<file path="config.mk">
export PLATFORM = sky130hd
export DESIGN_NAME = mem_stage_ctrl
export DESIGN_NICKNAME = d
export VERILOG_FILES = /design/src/rtl/lc3b_types_pkg.sv /design/src/rtl/mem_stage_ctrl_byte_lane.sv /design/src/rtl/mem_stage_ctrl.sv
export SDC_FILE = /design/constraint.sdc
export NUM_CORES = 1
export LEC_CHECK = 0
export CORE_MARGIN = 5
export CORE_UTILIZATION = 50
export DETAILED_ROUTE_END_ITERATION = 16
export GPL_TIMING_DRIVEN = 0
export PLACE_DENSITY = 0.8
export REMOVE_ABC_BUFFERS = 1
export SLEW_MARGIN = 20
export SYNTH_ARGS = -nofsm -noshare
export SYNTH_HDL_FRONTEND = slang
export SYNTH_HIERARCHICAL = 1
export SYNTH_SLANG_ARGS = --single-unit
</file>
<file path="constraint.sdc">
create_clock -name clk -period 5.7 [get_ports clk]
set_input_delay 1.425 -clock clk [delete_from_list [all_inputs] [get_ports clk]]
set_output_delay 1.425 -clock clk [all_outputs]
set_load 0.005 [all_outputs]
</file>
<file path="src/rtl/lc3b_types_pkg.sv">
// Shared LC-3b datapath types for the memory stage: memory-op encoding,
// controller states and small decode helpers.
package lc3b_types;

    typedef logic [15:0] lc3b_word;
    typedef logic [1:0]  lc3b_mem_wmask;

    typedef enum logic [2:0] {
        MOP_NONE,
        MOP_LDR,
        MOP_STR,
        MOP_LDB,
        MOP_STB,
        MOP_LDI,
        MOP_STI,
        MOP_TRAP
    } lc3b_memop;

    typedef enum logic [1:0] {
        S_IDLE,
        S_PTR,
        S_ACC,
        S_DONE
    } mem_state_e;

    function automatic logic is_indirect(input lc3b_memop op);
        return (op == MOP_LDI) || (op == MOP_STI);
    endfunction

    function automatic logic is_store(input lc3b_memop op);
        return (op == MOP_STR) || (op == MOP_STB) || (op == MOP_STI);
    endfunction

    // Byte ops keep the raw address; everything else is word-aligned.
    function automatic lc3b_word access_addr(input lc3b_memop op, input lc3b_word addr);
        return ((op == MOP_LDB) || (op == MOP_STB)) ? addr : {addr[15:1], 1'b0};
    endfunction

endpackage

</file>
<file path="src/rtl/mem_stage_ctrl_byte_lane.sv">
// Byte-lane steering for the memory stage: store byte enables / data
// replication and LDB byte extraction with zero extension.
module mem_byte_lane
    import lc3b_types::*;
(
    input  lc3b_memop     st_op,
    input  logic          st_addr0,
    input  lc3b_word      st_wdata,
    output lc3b_mem_wmask st_be,
    output lc3b_word      st_wdata_out,
    input  lc3b_memop     ld_op,
    input  logic          ld_addr0,
    input  lc3b_word      ld_rdata,
    output lc3b_word      ld_result
);

    always_comb begin
        st_be        = 2'b11;
        st_wdata_out = st_wdata;
        if (st_op == MOP_STB) begin
            st_be        = st_addr0 ? 2'b10 : 2'b01;
            st_wdata_out = {st_wdata[7:0], st_wdata[7:0]};
        end
    end

    always_comb begin
        ld_result = ld_rdata;
        if (ld_op == MOP_LDB) begin
            ld_result = ld_addr0 ? {8'h00, ld_rdata[15:8]} : {8'h00, ld_rdata[7:0]};
        end
    end

endmodule

</file>
<file path="src/rtl/mem_stage_ctrl.sv">
// LC-3b memory-stage controller: sequences one or two data-memory handshakes
// per instruction (indirect pointer fetch, byte lanes) and stalls the pipeline.
module mem_stage_ctrl
    import lc3b_types::*;
#(
    parameter int unsigned RESP_TIMEOUT = 0
) (
    input  logic          clk,
    input  logic          reset_n,
    input  logic          req_valid,
    input  lc3b_memop     req_op,
    input  lc3b_word      req_addr,
    input  lc3b_word      req_wdata,
    output logic          stall,
    output logic          done,
    output lc3b_word      rdata,
    output logic          err,
    output logic          dmem_read,
    output logic          dmem_write,
    output lc3b_word      dmem_address,
    output lc3b_word      dmem_wdata,
    output lc3b_mem_wmask dmem_byte_enable,
    input  logic          dmem_resp,
    input  lc3b_word      dmem_rdata
);

    localparam int unsigned TW   = (RESP_TIMEOUT > 2) ? $clog2(RESP_TIMEOUT) : 1;
    localparam int unsigned LAST = (RESP_TIMEOUT > 0) ? RESP_TIMEOUT - 1 : 0;

    mem_state_e    state;
    lc3b_memop     op_q;
    lc3b_word      addr_q;
    lc3b_word      wdata_q;
    logic [TW-1:0] tcount;

    logic          strobe;
    logic          timeout;
    lc3b_memop     lane_op;
    logic          lane_addr0;
    lc3b_word      lane_wdata_in;
    lc3b_word      lane_wdata;
    lc3b_mem_wmask lane_be;
    lc3b_word      ld_word;

    assign strobe  = dmem_read | dmem_write;
    assign timeout = (RESP_TIMEOUT != 0) && (tcount == TW'(LAST));

    assign stall = reset_n &
                   (((state != S_DONE) && req_valid && (req_op != MOP_NONE)) ||
                    (state == S_PTR) || (state == S_ACC));

    // In IDLE the lane sees the live request; afterwards only the latched copy.
    always_comb begin
        if (state == S_IDLE) begin
            lane_op       = req_op;
            lane_addr0    = req_addr[0];
            lane_wdata_in = req_wdata;
        end else begin
            lane_op       = op_q;
            lane_addr0    = addr_q[0];
            lane_wdata_in = wdata_q;
        end
    end

    mem_byte_lane u_lane (
        .st_op        (lane_op),
        .st_addr0     (lane_addr0),
        .st_wdata     (lane_wdata_in),
        .st_be        (lane_be),
        .st_wdata_out (lane_wdata),
        .ld_op        (op_q),
        .ld_addr0     (dmem_address[0]),
        .ld_rdata     (dmem_rdata),
        .ld_result    (ld_word)
    );

    always_ff @(posedge clk or negedge reset_n) begin
        if (!reset_n) begin
            state            <= S_IDLE;
            op_q             <= MOP_NONE;
            addr_q           <= '0;
            wdata_q          <= '0;
            tcount           <= '0;
            done             <= 1'b0;
            err              <= 1'b0;
            rdata            <= '0;
            dmem_read        <= 1'b0;
            dmem_write       <= 1'b0;
            dmem_address     <= '0;
            dmem_wdata       <= '0;
            dmem_byte_enable <= 2'b11;
        end else begin
            done <= 1'b0;
            case (state)
                S_IDLE: begin
                    if (req_valid && (req_op != MOP_NONE)) begin
                        op_q    <= req_op;
                        addr_q  <= req_addr;
                        wdata_q <= req_wdata;
                        tcount  <= '0;
                        if (is_indirect(req_op)) begin
                            state            <= S_PTR;
                            dmem_read        <= 1'b1;
                            dmem_address     <= {req_addr[15:1], 1'b0};
                            dmem_byte_enable <= 2'b11;
                        end else begin
                            state            <= S_ACC;
                            dmem_read        <= ~is_store(req_op);
                            dmem_write       <= is_store(req_op);
                            dmem_address     <= access_addr(req_op, req_addr);
                            dmem_byte_enable <= lane_be;
                            dmem_wdata       <= lane_wdata;
                        end
                    end
                end

                S_PTR: begin
                    if (dmem_resp) begin
                        dmem_read <= 1'b0;
                        addr_q    <= dmem_rdata;
                        state     <= S_ACC;
                    end else if (timeout) begin
                        dmem_read <= 1'b0;
                        err       <= 1'b1;
                        done      <= 1'b1;
                        state     <= S_DONE;
                    end else begin
                        tcount <= tcount + 1'b1;
                    end
                end

                S_ACC: begin
                    // Entered from PTR with strobes low: issue the final access one cycle later.
                    if (!strobe) begin
                        tcount           <= '0;
                        dmem_read        <= ~is_store(op_q);
                        dmem_write       <= is_store(op_q);
                        dmem_address     <= access_addr(op_q, addr_q);
                        dmem_byte_enable <= lane_be;
                        dmem_wdata       <= lane_wdata;
                    end else if (dmem_resp) begin
                        dmem_read  <= 1'b0;
                        dmem_write <= 1'b0;
                        if (!is_store(op_q)) begin
                            rdata <= ld_word;
                        end
                        done  <= 1'b1;
                        state <= S_DONE;
                    end else if (timeout) begin
                        dmem_read  <= 1'b0;
                        dmem_write <= 1'b0;
                        err        <= 1'b1;
                        done       <= 1'b1;
                        state      <= S_DONE;
                    end else begin
                        tcount <= tcount + 1'b1;
                    end
                end

                S_DONE: begin
                    state <= S_IDLE;
                end

                default: begin
                    state <= S_IDLE;
                end
            endcase
        end
    end

endmodule

</file>
## Word-level counts from Yosys, hierarchy flattened

Index checks and enable logic that the tools add are counted.

- Bits in registers: 90
- Bits of input ports: 55
- Output and inout port bits: 55
- Word-level logic and storage cells: 105

- Equality and inequality tests: 21
- Mux-type cells: 44
- Bitwise gates (word level): 4
- Reductions and logical operators: 25

Operators by type and width:

| operator | number |
|---|---|
| $mux W16 | 10 |
| $pmux W16 S2 | 3 |
| $mux W2 | 10 |
| $eq A3 B3 Y1 const B | 6 |
| $reduce_and A4 Y1 | 4 |
| $mux W1 | 15 |
| $eq A3 B2 Y1 const B | 4 |
| $ne A2 B2 Y1 const B | 6 |
| $logic_or A1 B1 Y1 | 9 |
| $mux W8 | 1 |
| $pmux W2 S4 | 1 |
| $reduce_and A3 Y1 | 2 |
| $reduce_bool A3 Y1 | 2 |
| $eq A2 B2 Y1 const B | 2 |
| $pmux W2 S2 | 1 |
| $reduce_and A2 Y1 | 2 |
| $reduce_bool A2 Y1 | 2 |
| $logic_and A1 B1 Y1 | 3 |
| $mux W3 | 1 |
| $ne A3 B3 Y1 const B | 1 |
| $pmux W1 S3 | 1 |
| $eq A2 B1 Y1 const B | 1 |
| $logic_not A2 Y1 | 1 |
| $ne A2 B1 Y1 const B | 1 |
| 4 further kinds | 5 |

## Depth between registers and ports, before layout

Gate-level depths: netlist (run 1).

- Word-level depth: 7
- Gate-level depth with buffers: 10
- Depth with buffers taken out: 7

## Cells and area by module

Netlist (run 1), hierarchy kept.

By module, submodules not included:

| module | times used | cells an instance | area an instance (sq um) | sequential area each (sq um) |
|---|---|---|---|---|
| mem_stage_ctrl | 1 | 372 | 4496.8 | 2254.7 |
| mem_byte_lane | 1 | 38 | 355.3 | 0.0 |

## Worst setup path after synthesis (run 1)

OpenSTA, ideal clock, no wires.

- Path kind: in2out
- Start point: input port req_op[2]
- End point: output port stall
- Arrival time: 2205 ps
- Data required time: 4275 ps
- Path slack: 2070 ps
- Cell stages on the path: 4
- Buffers on the path: 1
- Cells stage by stage: buf_4 > o31ai_4 > nor2_1 > o31a_1

- Cells in the longest elaborated chain, start to end: 5

Ends and longest elaborated chain:

| item | line | source |
|---|---|---|
| start: declaration | mem_stage_ctrl.sv:11 | `input lc3b_memop req_op,` |
| $reduce_bool A3 Y1 | mem_stage_ctrl.sv:49 | `(((state != S_DONE) && req_valid && (req_op != MOP_NONE)) \|\|` |
| $logic_and A1 B1 Y1 | mem_stage_ctrl.sv:49 |  |
| $logic_or A1 B1 Y1 | mem_stage_ctrl.sv:49 |  |
| $logic_or A1 B1 Y1 | mem_stage_ctrl.sv:50 | `(state == S_PTR) \|\| (state == S_ACC));` |
| $and A1 B1 Y1 | mem_stage_ctrl.sv:48 | `assign stall = reset_n &` |
| end: declaration | mem_stage_ctrl.sv:14 | `output logic stall,` |

No other way between the ends.

## Final worst setup path (run 1)

- Start point: input port req_op[1]
- End point: output port stall

The elaborated chain is that of the path after synthesis.

==> impl_results.md, run 1 <==
- Status: finished clean
- PnR worst setup slack: 917 ps
- Initial Utilization: 0.503
- Fin crit period: 4780 ps
- Worst-path clk slew: 80 ps
- CP max stage delay: 690 ps
- CTS Sinks: 90
- Top cell type's share of synthesized area: 0.454
- Fin nets: 556
- Crit path max fanout: 12
- Pleak: 2.41 nW
- # port buffers: 108
- Critical path arrival: 3360 ps
- Placed insts: 619
- Gr ovfl total: 0
- Unrepaired setup endpoints after global routing: false
- Setup crit end kind: output pin
- Ranking of synthesized cells by area: dfrtp_1 45%, mux2_2 22%, a21oi_1 3.7%
- TritonCTS clock tree: done
- Yosys reg bits: 90
- Slew headroom: 0.379
- Antenna Nets Post-Route: 0
- Dpl hpwl: 8.10 mm
- CP bufs+invs: 2
- Startpoint Class: input pin
- Synth Instances: 410
- Area taken by flip-flops and latches: 0.00225 mm2
- Insertion delay to the later sink of the worst-skew pair: 350 ps
- Vias per cell: 5.56
- First-pass GRT wire length: 18.7 mm
- # resized after CTS: 0
- PD cells: 563 mW/mm2
- DR vias: 3532
- Final hold slack: 508 ps
- Io pins: 110
- Diode count: 0
- Post-route cell area: 0.00613 mm2
- Ys async rst share: 1.00
- Final setup vio count: 0
- Critical path type: in -> out
- Layout cells sized above 1: 0.273
- Place WS: 905 ps
- Layout Cells excl Fill: 635
- Hold Crit Start: dmem_byte_enable[0]
- Placed instance area: 0.00596 mm2
- Num CTS Buffers: 9
- H-tree depth: 3
- Crit-path slowest cell: clkdlybuf4s50_1
- Die Ht: 109 um
- Mapped cell area: 0.00485 mm2
- Ys flop type: dfrtp_1
- Drt wl/cell: 18.0 um
- # DRC: 0
- Iter 0 DRT Violations: 176
- Tcrit/Tclk final: 0.839
- Crit path cell chain: clkdlybuf4s50_1 > o31ai_4 > nor2_1 > o31a_1 > clkdlybuf4s50_1
- Clock Tree Buf Depth: 2
- Setup tns final: 0 ps
- Worst Path Required: 4280 ps
- Footprint of the multi-input gates: 0.00238 mm2
- Largest delay contributor family on the critical path: buffers and inverters
- Final Power: 3.45 mW
- Hold buffers post-CTS: 0
- Worst VDD drop: 0.000292 V
- Avg Cell Area, Syn: 11.8 um2
- Core area: 0.00964 mm2
- Fillcell total: 794
- Area grow syn2layout: 26.3%
- Critical Path Source: req_op[1]
- Final hold vios: 0
- Final clock skew: 18.9 ps
- Tot GR Track Use: 0.202
- Max cap viols: 0
- Crit Reg-Reg Startpoint: state[1]
- Die Area: 0.0118 mm2
- Fin util: 0.636
- DIE WIDTH: 109 um
- Vias in the first global route: 3723
- Final max-slew violation count: 0
- DRT Wirelength: 11.4 mm
- DR pass1 iterations: 4
- # Post-CTS Setup Buffers: 0
- Most used cell, CP: clkdlybuf4s50_1
- Antenna violations before repair: 0
- Max frequency: 209 MHz
- Rows: 36
- Hold WC Path Type: reg -> reg
- Post-synth EDFFs: 0
- Slew @ Worst Pin: 932 ps
- Root buffer cell: clkbuf_8
- Synth unique cells: 47
- Largest net degree at the start of global routing: 53
- Seq/Total Area, Yosys: 0.465
- RD Place Congestion: 0.814
- Yosys warns: 6
- Area leader, netlist: dfrtp_1
## synth_stat cells, types with 2 or more instances
master	number
mux2_2	93
dfrtp_1	88
a21oi_1	36
o22ai_1	28
nor2_1	24
mux2i_1	15
buf_2	12
buf_4	12
and2_1	10
mux2_4	10
nand2_1	9
nand3b_1	7
o21ai_0	7
clkbuf_1	5
buf_1	4
ha_1	4
inv_1	4
nand2b_1	4
nand3_1	3
a211oi_1	2
a22o_1	2
buf_6	2
dfstp_2	2
nor2b_1	2
o21bai_1	2
xor2_1	2
## routing by layer
layer | share of wire | vias up | track usage
li1 | - | 1652 | -
met3 | 0.060 | 11 | 0.0418
met1 | 0.44 | 1764 | 0.271
met5 | 0 | - | 0
met2 | 0.49 | 105 | 0.327
met4 | 0.014 | 0 | 0.0658
## path summary, 6_finish.rpt
check	to	slack (ps)	cells after the start
worst max-delay path	stall	920	5
worst min-delay path	dmem_byte_enable[0]	510	2
worst max register to register	dmem_wdata[9]	2530	6
worst min register to register	dmem_byte_enable[0]	510	2
max in group asynchronous	dmem_wdata[7]	4150	2
min in group asynchronous	dmem_address[7]	960	1
## tightest hold or removal path, stage by stage (launching register included)
cell     delay, ps
dfstp_2        370
nor2_1          90
a21oi_1         40
## cell families (layout without fill, tap and decap cells)
| kind of cell | Yosys count | count (layout) | synth area share |
|---|---|---|---|
| multiplexers | 118 | 118 | 0.278 |
| AO/OA/AOI/OAI | 91 | 91 | 0.122 |
| flip-flops | 90 | 90 | 0.465 |
| AND/OR/NAND/NOR | 63 | 63 | 0.0699 |
| buffers and inverters | 41 | 133 | 0.0505 |
| adder cells (fa/ha/maj) | 4 | 4 | 0.0103 |
| XOR/XNOR | 2 | 2 | 0.00361 |
| other | 1 | 1 | 0.000773 |
## final cells by class
class / instances / share of cell area
clock buffers: 11 / 0.0214
multi-input cells: 279 / 0.388
clock inverters: 5 / 0.00612
inverters: 5 / 0.00306
well taps: 133 / 0.0271
repair buffers: 112 / 0.187
flip-flops and latches: 90 / 0.368
## cells in the final DEF, fill, tap and decap left out, types with 2 or more instances in the layout
cell type | Yosys | final
a22o_1 | 2 | 2
dfrtp_1 | 88 | 88
inv_6 | 0 | 2
mux2_4 | 10 | 10
buf_6 | 2 | 4
nor2_1 | 24 | 24
a211oi_1 | 2 | 2
ha_2 | 0 | 3
xor2_1 | 2 | 2
nand3b_1 | 7 | 7
nor2b_1 | 2 | 2
clkinvlp_4 | 0 | 2
dfstp_2 | 2 | 2
o21ai_0 | 7 | 7
mux2_2 | 93 | 93
inv_1 | 4 | 4
nand3_1 | 3 | 3
clkbuf_8 | 0 | 9
clkdlybuf4s50_1 | 0 | 107
nand2b_1 | 4 | 4
and2_1 | 10 | 10
clkbuf_1 | 5 | 2
a21oi_1 | 36 | 36
mux2i_1 | 15 | 15
o21bai_1 | 2 | 2
o22ai_1 | 28 | 28
nand2_1 | 9 | 9
## registers in the layout (all words and copies together), names as in the netlist
name / cells
wdata_q: 16
dmem_wdata: 16
rdata: 16
dmem_byte_enable: 2
dmem_address: 16
dmem_write: 1
addr_q: 16
state: 2
op_q: 3
done: 1
dmem_read: 1
## power by group
group	internal [mW]	switching (mW)	total [mW]	leakage [nW]
Combinational	1.09	0.805	1.89	1.30
Sequential	0.966	0.205	1.17	1.04
Clock	0.161	0.229	0.391	0.0803
No activity file was read; power rests on OpenSTA's default activity.
==> inputs of run 2 (changes only) <==
Clock period 5.7 ns to 4.7 ns, I/O delays scaled along.
==> results of run 2 <==
The final DEF is identical to that of run 1. Status: finished clean.
Main changes from that run: setup slack after placement 905 ps -> 405 ps; setup slack after layout 917 ps -> 417 ps; register-to-register setup slack 2530 ps -> 1530 ps; total power 3.45 mW -> 4.19 mW; worst IR drop on VDD 0.000292 V -> 0.000354 V
